--- src/rtl/sd_reg_pkg.sv ---
// rtl/sd_reg_pkg.sv - shared types and constants for the SD host register master
// Contents: master FSM state enum, SD host register indices, rw encodings.
package sd_reg_pkg;

    typedef enum logic [1:0] {
        IDLE     = 2'd0,
        WAIT_ACK = 2'd1,
        RELEASE  = 2'd2,
        RESP     = 2'd3
    } state_t;

    localparam int unsigned ARGUMENT    = 2;
    localparam int unsigned CMD_XFER    = 3;
    localparam int unsigned RESPONSE0   = 4;
    localparam int unsigned INT_STATUS  = 12;
    localparam int unsigned TIMEOUT_REG = 24;

    localparam logic RW_READ  = 1'b1;
    localparam logic RW_WRITE = 1'b0;

endpackage

--- src/rtl/sd_reg_timeout_cnt.sv ---
// rtl/sd_reg_timeout_cnt.sv - saturating ack-timeout counter with clear/enable
// Ports: clk, reset (async, active-high), clear (sync zero), enable (count up),
//        expire (count has reached LIMIT-1; the counter holds there).
module sd_reg_timeout_cnt #(
    parameter int LIMIT = 16
) (
    input  logic clk,
    input  logic reset,
    input  logic clear,
    input  logic enable,
    output logic expire
);

    localparam int CW = $clog2(LIMIT);
    localparam logic [CW-1:0] LAST = CW'(LIMIT - 1);

    logic [CW-1:0] count;

    always_ff @(posedge clk or posedge reset) begin
        if (reset) begin
            count <= '0;
        end else if (clear) begin
            count <= '0;
        end else if (enable && (count != LAST)) begin
            count <= count + 1'b1;
        end
    end

    assign expire = (count == LAST);

endmodule

--- src/rtl/sd_reg_master.sv ---
// rtl/sd_reg_master.sv - four-phase bus initiator for the SD host register file
// Ports: clk, reset (async, active-high);
//        command in:  cmd_valid/cmd_ready, cmd_rw, cmd_addr, cmd_wdata,
//                     cmd_poll, cmd_mask, cmd_match;
//        response:    rsp_valid (1-cycle pulse), rsp_rdata, rsp_error;
//        reg file:    reg_req, reg_rw, reg_addr, reg_wdata, reg_rdata, reg_ack.
// Option: SD_REG_MASTER_POLL_EN enables read polling until (rdata & mask) == match.
module sd_reg_master
    import sd_reg_pkg::*;
#(
    parameter int DATA_W      = 32,
    parameter int ADDR_W      = 5,
    parameter int ACK_TIMEOUT = 16,
    parameter int POLL_MAX    = 255
) (
    input  logic              clk,
    input  logic              reset,
    input  logic              cmd_valid,
    output logic              cmd_ready,
    input  logic              cmd_rw,
    input  logic [ADDR_W-1:0] cmd_addr,
    input  logic [DATA_W-1:0] cmd_wdata,
    input  logic              cmd_poll,
    input  logic [DATA_W-1:0] cmd_mask,
    input  logic [DATA_W-1:0] cmd_match,
    output logic              rsp_valid,
    output logic [DATA_W-1:0] rsp_rdata,
    output logic              rsp_error,
    output logic              reg_req,
    output logic              reg_rw,
    output logic [ADDR_W-1:0] reg_addr,
    output logic [DATA_W-1:0] reg_wdata,
    input  logic [DATA_W-1:0] reg_rdata,
    input  logic              reg_ack
);

    state_t            state;
    logic [DATA_W-1:0] rdata_q;
    logic              err_q;
    logic              expire;

`ifdef SD_REG_MASTER_POLL_EN
    localparam int PW = (POLL_MAX > 0) ? $clog2(POLL_MAX + 1) : 1;
    logic              poll_q;
    logic [DATA_W-1:0] mask_q;
    logic [DATA_W-1:0] match_q;
    logic [PW-1:0]     poll_cnt;
`else
    logic unused_poll;
    assign unused_poll = ^{cmd_poll, cmd_mask, cmd_match};
`endif

    // Counter runs only while waiting for ack; every other state holds it at
    // zero, so a poll re-issue from RELEASE starts with a fresh budget.
    sd_reg_timeout_cnt #(
        .LIMIT (ACK_TIMEOUT)
    ) u_timeout (
        .clk    (clk),
        .reset  (reset),
        .clear  (state != WAIT_ACK),
        .enable (state == WAIT_ACK),
        .expire (expire)
    );

    always_ff @(posedge clk or posedge reset) begin
        if (reset) begin
            state     <= IDLE;
            cmd_ready <= 1'b0;
            rsp_valid <= 1'b0;
            rsp_rdata <= '0;
            rsp_error <= 1'b0;
            reg_req   <= 1'b0;
            reg_rw    <= RW_WRITE;
            reg_addr  <= '0;
            reg_wdata <= '0;
            rdata_q   <= '0;
            err_q     <= 1'b0;
`ifdef SD_REG_MASTER_POLL_EN
            poll_q    <= 1'b0;
            mask_q    <= '0;
            match_q   <= '0;
            poll_cnt  <= '0;
`endif
        end else begin
            rsp_valid <= 1'b0;
            case (state)
                IDLE: begin
                    // cmd_ready is registered, so the first IDLE cycle after
                    // reset only raises it; acceptance needs it already high.
                    if (cmd_valid && cmd_ready) begin
                        cmd_ready <= 1'b0;
                        reg_rw    <= cmd_rw;
                        reg_addr  <= cmd_addr;
                        reg_wdata <= cmd_wdata;
                        reg_req   <= 1'b1;
                        rdata_q   <= '0;
                        err_q     <= 1'b0;
`ifdef SD_REG_MASTER_POLL_EN
                        poll_q    <= cmd_poll;
                        mask_q    <= cmd_mask;
                        match_q   <= cmd_match;
                        poll_cnt  <= '0;
`endif
                        state     <= WAIT_ACK;
                    end else begin
                        cmd_ready <= 1'b1;
                    end
                end
                WAIT_ACK: begin
                    // Ack is tested first so an ack landing on the last
                    // budget cycle still counts as success.
                    if (reg_ack) begin
                        if (reg_rw == RW_READ) begin
                            rdata_q <= reg_rdata;
                        end
                        reg_req <= 1'b0;
                        state   <= RELEASE;
                    end else if (expire) begin
                        reg_req <= 1'b0;
                        err_q   <= 1'b1;
                        rdata_q <= '0;
                        state   <= RELEASE;
                    end
                end
                RELEASE: begin
                    if (!reg_ack) begin
`ifdef SD_REG_MASTER_POLL_EN
                        if (poll_q && (reg_rw == RW_READ) && !err_q &&
                            ((rdata_q & mask_q) != match_q)) begin
                            if (poll_cnt != PW'(POLL_MAX)) begin
                                poll_cnt <= poll_cnt + 1'b1;
                                reg_req  <= 1'b1;
                                state    <= WAIT_ACK;
                            end else begin
                                err_q <= 1'b1;
                                state <= RESP;
                            end
                        end else begin
                            state <= RESP;
                        end
`else
                        state <= RESP;
`endif
                    end
                end
                RESP: begin
                    rsp_valid <= 1'b1;
                    rsp_rdata <= rdata_q;
                    rsp_error <= err_q;
                    cmd_ready <= 1'b1;
                    state     <= IDLE;
                end
                default: state <= IDLE;
            endcase
        end
    end

endmodule

--- config.mk ---
export PLATFORM = sky130hd
export DESIGN_NAME = sd_reg_master
export DESIGN_NICKNAME = d
export VERILOG_FILES = /design/src/rtl/sd_reg_pkg.sv /design/src/rtl/sd_reg_timeout_cnt.sv /design/src/rtl/sd_reg_master.sv
export SDC_FILE = /design/constraint.sdc
export NUM_CORES = 1
export LEC_CHECK = 0
export BUFFER_PORTS_ARGS = -buffer_cell sky130_fd_sc_hd__buf_2
export CORE_ASPECT_RATIO = 1.1
export CORE_MARGIN = 2
export CORE_UTILIZATION = 47
export DETAILED_ROUTE_END_ITERATION = 7
export HOLD_SLACK_MARGIN = 0.12
export PLACE_DENSITY = 0.89
export SLEW_MARGIN = 15
export SYNTH_ARGS = -nofsm -noshare
export SYNTH_HDL_FRONTEND = slang
export SYNTH_HIERARCHICAL = 1
export SYNTH_SLANG_ARGS = --single-unit
--- constraint.sdc ---
create_clock -name clk -period 4.6 [get_ports clk]
set_clock_uncertainty 0.15 [all_clocks]
set_input_delay 0.69 -clock clk [delete_from_list [all_inputs] [get_ports clk]]
set_output_delay 0.69 -clock clk [all_outputs]
set_load 0.005 [all_outputs]
======== Yosys cells after proc, flatten, opt, wreduce, memory -nomap -nowiden ========
Index checks and enable logic that the tools add are counted.
cells by class
  add/subtract/negate cells ............... 1
  equality and inequality tests ........... 12
  mux-type cells .......................... 23
  reductions and logical operators ........ 11
operator list
  operator             count
  $mux 32              4
  $pmux 32 s2          1
  $mux 1               8
  $mux 2               4
  $mux 4               2
  $ne 2x2->1 const B   4
  $pmux 2 s4           1
  $reduce_and 4->1     2
  $ne 3x3->1 const B   2
  $pmux 1 s2           3
  $reduce_and 3->1     2
  $reduce_bool 2->1    3
  $add 4x1->4 const B  1
  $eq 2x2->1 const B   2
  $eq 4x4->1 const B   1
  $ne 4x4->1 const B   1
  $eq 2x1->1 const B   1
  $logic_and 1x1->1    2
  $logic_not 2->1      1
  $ne 2x1->1 const B   1
  $reduce_and 2->1     1
storage, ports and cells
  word-level logic and storage cells ...... 59
  bits of input ports ..................... 139
  bits in registers ....................... 113

======== Logic depth before layout (Yosys ltp) ========
Gate-level depths: netlist of the first run.
  depth in word-level cells ............... 4
  mapped depth ............................ 7
  gate-level depth less buffers ........... 5

======== By module ========
The synthesis of the first run kept the hierarchy.
modules (own cells, without submodules)
  module              sequential area each (um^2)  cells each  instances  area an instance (um^2)
  sd_reg_master       2727.6                       291         1          4560.6
  sd_reg_timeout_cnt  100.1                        21          1          232.7

======== Worst setup path after synthesis of the first run ========
Ideal clock, no wire load.
  path type ............................... flip-flop to flip-flop
  from .................................... reg state[1]
  to ...................................... reg rdata_q[10]
  required time ........................... 4.325 ns
  arrival time ............................ 1.840 ns
  setup slack ............................. 2.485 ns
  stages on the path, launching flop included .. 8
  cell sequence ........................... dfrtp_1 inv_1 ha_1 buf_2 nor2_1 nor4_4 buf_6 mux2_4
between the ends
  longest elaborated chain between the ends .. 3
  elaborated cells on any way between the ends .. 8
  those cells by class .................... eq/ne (4); mux (1); reduce/logical (3)
RTL lines
  element                                                    RTL line              text
  from (decl)                                                sd_reg_master.sv:37   state_t state;
  from (signal assigned)                                     sd_reg_master.sv:67   state <= IDLE;
  from (signal assigned)                                     sd_reg_master.sv:104  state <= WAIT_ACK;
  from (signal assigned)                                     sd_reg_master.sv:117  state <= RELEASE;
  $eq 2x1->1 or $logic_not 2->1 (tied branches)              sd_reg_master.sv:86   case (state)
  $ne 3x3->1 (no source line), or another cell as far along  --
  $reduce_and 4->1 (no source line)                          --
  to (signal assigned)                                       sd_reg_master.sv:114  rdata_q <= reg_rdata;
  to (decl)                                                  sd_reg_master.sv:38   logic [DATA_W-1:0] rdata_q;
Parallel ways exist; a longest one is shown, timed or not.
A chain may end at the register's enable or synchronous reset.

======== Worst setup path after layout of the first run ========
  from .................................... reg state[1]
  to ...................................... reg rdata_q[6]
Same word-level chain as after synthesis.

==> metrics.txt, run 1 <==
run status=finished clean; RePlAce Congestion=0.708; total track usage=18.9%; Seq/Total Area, Yosys=59.0%; ys flop type=dfrtp_1; wire length of the first global-routing pass=15.9 mm; Leakage=3.34 nW; vias per inst=5.17; dpl hpwl=6.81 mm; worst hold endpoint=reg_wdata[27]; Die Wd=100 um; most instantiated library cell after synthesis=dfrtp_1; synth-to-layout area growth=29.7%; CTS buffer count=17; max-cap violation count=0; Syn Area/Cell=15.4 um2; drc violations=0; Max FO, Critical Path=25; R2R cell count=7; final setup vio count=0; dominant cell type by area after synthesis=dfrtp_1; Sum Neg Setup Slack=0 ps; fmax=349 MHz; Final Max Slew Viols=0; hold_sp=cmd_wdata[27]; initial antenna violation count=0; crit path capture type=flip-flop; post-synth cell types=32; Clk pin slew, worst setup/hold paths=60 ps; fin cells=596; Worst slew margin=36.8%; worst endpoint required time=4840 ps; Routed WL=10.2 mm; Worst Hold Class=input port to flip-flop; Die Y-Extent=110 um; Site Rows=38; Buffers on Ports=147; Antenna diodes=0; H-tree levels=4; largest net degree at the start of global routing=88; Syn Nets=458; synthesized area=4790 um2; latest clock arrival within the worst-skew pair=510 ps; ys async rst share=100%; Post-CTS Resized=0; crit start category=flip-flop; residual antenna-violating net count after detailed routing=0; PwrDens=740 nW/um2; die area=11000 um2; Hold-fix buffers, CTS=1; FF+latch count, synth=113; nets=610; Worst Max-Slew Pin Slew=947 ps; I/O pin cnt=213; post-CTS setup buffers=0; CTS Root Cell=clkbuf_8; final core utilization=62.9%; Fillers=764; CTS sink cnt=113; Longest Clk Path Bufs=2; minimum clock period=2870 ps; CTS tree=done; router iterations before antenna repair=4; R2R setup slack=1730 ps; Final period util=62.3%; reg2reg start=state[1]; unrepaired setup endpoints after global routing=no; Final Hold Viols=0; vias in the first global route=3232; crit path DAT=3110 ps; DRT iter0 DRCs=115; Synth area leaders=dfrtp_1, mux2_2, mux2_4, and3_1, ha_1; reg2reg end=rdata_q[6]; core area=9890 um2; Hold Path Cell Cnt=2; share of layout cells above drive strength 1=62.8%; Final Worst Setup Slack=1730 ps; total congestion overflow=0; YS warnings=6; dpl cells=564; synthesized instance count=312; Crit Path Class=flip-flop to flip-flop; drt wl/cell=17.1 um; share of the synthesized area in the top cell type=59.0%; worst slack, placed=1680 ps; initial core utilization=48.5%; VDD IR max=0.000350 V; Post-synth top cells=dfrtp_1, mux2_2, and3_1; DR vias=3083; Post-synth EDFFs=0
-- per-layer routing --
metal	global-route usage (%)	up-vias	share of wire (%)
li1	-	1414	-
met1	23.0	1581	42
met2	32.2	80	53
met3	4.77	8	3.5
met4	7.44	0	0.82
met5	0	-	0
-- worst max-delay path: stages, from the launching register on --
cell and delay, ps:
dfrtp_1 410, inv_1 140, ha_1 540, buf_4 350, nor3b_2 450, nor4_4 100
buf_4 260, mux2_4 330
-- area by class of cell --
class                      instances  area, um2  share of cell area [%]
timing repair buffer             152        776                    12.5
multi-input combinational        175       1850                    29.7
sequential                       113       2830                    45.5
inverter                           5       23.8                   0.382
tap                              120        150                    2.41
clock inverter                    10        134                    2.15
clock buffer                      21        459                    7.38
-- logic make-up (layout without fill, tap and decap cells) --
group                      after synthesis  count (layout)  share of synthesized area, %
muxes                                  108             108                          27.8
AOI/OAI and AO/OA                        8               8                          1.38
and+or+nand+nor                         52              52                          7.41
adders and majority gates                7               7                          1.83
DFF                                    113             113                          59.0
buffers and inverters                   24             188                          2.61
-- cells in the final DEF, fill, tap and decap left out, drive strengths merged --
cell type	Yosys	final
and3b	1	1
a21oi	2	2
dlygate4sd3	0	1
a21boi	1	1
and4b	1	1
ha	7	7
or2	1	1
o21ai	1	1
clkbuf	8	21
and2b	1	1
a211oi	1	1
mux2i	1	1
clkinv	0	5
nand2b	2	2
and3	33	33
dfrtp	113	113
mux2	107	107
nor2b	3	3
a2111oi	1	1
clkinvlp	0	2
buf	11	151
bufinv	0	3
nand4	1	1
o32a	1	1
a31oi	1	1
nand3	1	1
nor4	1	1
inv	5	5
nor3	2	2
nor3b	1	1
nor2	4	4
-- metrics by stage --
step	total power [mW]	area [um2]	hold WS, ps
3_5_place_dp	3.34	5610	337
2_1_floorplan	2.76	4790	306
6_report	4.60	6220	261
4_1_cts	4.66	6220	233
3_3_place_gp	3.24	5610	333
5_1_grt	4.88	6220	241
-- report_power, final --
group | switching, mW | total, mW | leakage (nW) | internal, mW
Clock | 0.430 | 1.29 | 0.290 | 0.860
Combinational | 0.697 | 1.62 | 1.58 | 0.919
Sequential | 0.240 | 1.69 | 1.47 | 1.45
Total | 1.37 | 4.60 | 3.34 | 3.23
-- worst max path at each step --
stage | from | endpoint | slack (ps) | cells past startpoint
floorplan | reset | cmd_ready | 890 | 1
finish | state[1] | rdata_q[6] | 1730 | 7
detailed placement | state[1] | rdata_q[2] | 1680 | 7
CTS | state[1] | rdata_q[6] | 1660 | 7
global route | state[1] | rdata_q[6] | 1550 | 7
global placement | state[1] | rdata_q[29] | 1860 | 7
-- flip-flops by register name (all words and copies together) (netlist names) --
name / count
rsp_rdata: 32
rdata_q: 32
err_q: 1
reg_rw: 1
reg_req: 1
rsp_valid: 1
state: 2
cmd_ready: 1
reg_addr: 5
rsp_error: 1
reg_wdata: 32
u_timeout/count: 4
No activity file was read; power rests on OpenSTA's default activity.
==> run 2, diff against run 1 <==
--- a/config.mk
+++ b/config.mk
@@ -5,13 +5,14 @@
 export SDC_FILE = /design/constraint.sdc
 export NUM_CORES = 1
 export LEC_CHECK = 0
+export ABC_AREA = 1
 export BUFFER_PORTS_ARGS = -buffer_cell sky130_fd_sc_hd__buf_2
 export CORE_ASPECT_RATIO = 1.1
 export CORE_MARGIN = 2
 export CORE_UTILIZATION = 47
 export DETAILED_ROUTE_END_ITERATION = 7
 export HOLD_SLACK_MARGIN = 0.12
-export PLACE_DENSITY = 0.89
+export PLACE_DENSITY = 0.88
 export SLEW_MARGIN = 15
 export SYNTH_ARGS = -nofsm -noshare
 export SYNTH_HDL_FRONTEND = slang
==> constraint.sdc (replaced) <==
create_clock -name clk -period 2.64 [get_ports clk]
set_clock_uncertainty 0.15 [all_clocks]
set_input_delay 0.396 -clock clk [delete_from_list [all_inputs] [get_ports clk]]
set_output_delay 0.396 -clock clk [all_outputs]
set_load 0.005 [all_outputs]
==> metrics.txt, run 2 <==
run status=finished clean; DR vias=4649; Final Worst Setup Slack=640 ps; drc violations=0; initial antenna violation count=0; crit path capture type=flip-flop; max-cap violation count=0; Die Y-Extent=111 um; core area=9980 um2; Synth area leaders=dfrtp_1, nand2_1, nand3_1, inv_1, nor2_1; synth-to-layout area growth=42.9%; Hold Path Cell Cnt=5; FF+latch count, synth=113; Longest Clk Path Bufs=2; crit start category=flip-flop; vias per inst=4.95; final setup vio count=0; RePlAce Congestion=0.769; reg2reg end=reg_rw; minimum clock period=2000 ps; I/O pin cnt=213; post-synth cell types=20; worst endpoint required time=2860 ps; Final Max Slew Viols=0; Post-synth top cells=nand2_1, dfrtp_1, nand3_1; Routed WL=13.3 mm; share of layout cells above drive strength 1=23.6%; hold_sp=reg_rdata[22]; Syn Area/Cell=8.21 um2; worst slack, placed=666 ps; Worst Max-Slew Pin Slew=612 ps; Largest regs=rdata_q: 32 flops, reg_wdata: 32 flops, rsp_rdata: 32 flops; die area=11200 um2; Antenna diodes=0; initial core utilization=48.6%; ys flop type=dfrtp_1; share of the synthesized area in the top cell type=58.2%; CTS buffer count=17; R2R cell count=7; Fillers=733; Max FO, Critical Path=41; largest net degree at the start of global routing=69; CTS Root Cell=clkbuf_8; most frequent cells in the layout=nand2_1, buf_2, dfrtp_1; Syn Nets=737; reg2reg start=state[0]; fmax=500 MHz; Die Wd=101 um; Sum Neg Setup Slack=0 ps; crit path DAT=2220 ps; dpl cells=837; Final period util=75.8%; residual antenna-violating net count after detailed routing=0; total track usage=24.6%; Seq/Total Area, Yosys=58.2%; post-route cell area=6940 um2; post-CTS setup buffers=0; dominant cell type by area after synthesis=dfrtp_1; most instantiated library cell after synthesis=nand2_1; latest clock arrival within the worst-skew pair=500 ps; CTS tree=done; router iterations before antenna repair=5; R2R setup slack=640 ps; fin cells=939; commonest non-fill, non-tap cell in the layout=nand2_1; unrepaired setup endpoints after global routing=no; H-tree levels=4; nets=952; Worst Hold Class=input port to flip-flop; drt wl/cell=14.2 um; Worst slew margin=59.1%; Post-synth EDFFs=0; Crit Path Class=flip-flop to flip-flop; YS warnings=6; synthesized area=4850 um2; dpl hpwl=7.19 mm; DRT iter0 DRCs=236; wire length of the first global-routing pass=22.0 mm; CTS sink cnt=113; Buffers on Ports=147; worst hold endpoint=rdata_q[22]; Post-CTS Resized=0; vias in the first global route=4784; synthesized instance count=591; ys async rst share=100%; Final Hold Viols=0; total congestion overflow=0; Leakage=4.09 nW; VDD IR max=0.000751 V; Site Rows=38; Clk pin slew, worst setup/hold paths=50 ps; PwrDens=1040 nW/um2; Post-DP Area=5680 um2
run 2: cell types whose count changed after synthesis, moves of 4 or more:
cell	previous run	this run
nand2_1	0	264
buf_2	7	17
buf_4	1	5
nor2_1	4	39
and3_1	32	0
mux2_4	31	0
mux2_2	76	0
nand3_1	1	77
inv_1	5	44
run 2: critical path: stages (launching register included):
cell     delay (ps)
dfrtp_1         430
inv_1           140
ha_1            180
buf_4           380
nand2_1         100
buf_4           270
nor2_1          140
a21oi_1          60
run 2: what timing repair did:
item                       4_1_cts  5_1_grt
setup endpoints to repair        0        0
hold buffers                    70        0
hold endpoints to repair       182        0
run 2: cell type report:
cell class,count,area [um2],area share [%]
Sequential cell,113,2830,40.8
Multi-Input combinational cell,400,1690,24.4
Timing Repair Buffer,227,1520,22.0
Clock buffer,19,422,6.08
Inverter,47,180,2.60
Tap cell,120,150,2.16
Clock inverter,13,138,1.98
run 2: metal layers:
layer	up-vias	share of wire, %	wire [um]	global-route usage, %
li1	2254	-	-	-
met1	2181	39	5250	28.9
met2	194	53	6990	43.1
met3	20	6.6	875	6.20
met4	0	1.5	195	8.92
met5	-	0	0	0
run 2: logic make-up (layout without fill, tap and decap cells):
group	count (synthesis)	after routing	share of synthesized area [%]
AO/OA/AOI/OAI	7	7	0.799
adder cells (fa/ha/maj)	7	7	1.80
XOR/XNOR	1	1	0.180
flip-flops	113	113	58.2
AND/OR/NAND/NOR	385	385	32.1
buffers and inverters	78	306	6.86
run 2: stage by stage:
step / utilization (%) / hold WS, ps / power (mW)
floorplan: - / 12.1 / 4.16
global placement: 56.8 / 162 / 4.84
detailed placement: 56.8 / 172 / 4.93
CTS: 69.5 / 129 / 7.18
global route: 69.5 / 190 / 7.69
finish: 69.5 / 160 / 7.20
run 2: power by group:
| part | leakage (nW) | switching, mW | internal [mW] |
|---|---|---|---|
| Combinational | 2.33 | 1.55 | 0.838 |
| Sequential | 1.49 | 0.345 | 2.33 |
| Clock | 0.268 | 0.794 | 1.34 |
| Total | 4.09 | 2.69 | 4.51 |
run 2: worst max-delay path by stage:
| stage | from | end |
|---|---|---|
| finish | state[0] | reg_rw |
| global route | state[1] | rdata_q[17] |
| CTS | state[1] | rdata_q[26] |
| detailed placement | state[1] | rdata_q[26] |
| global placement | state[1] | rdata_q[29] |
| floorplan | reset | cmd_ready |
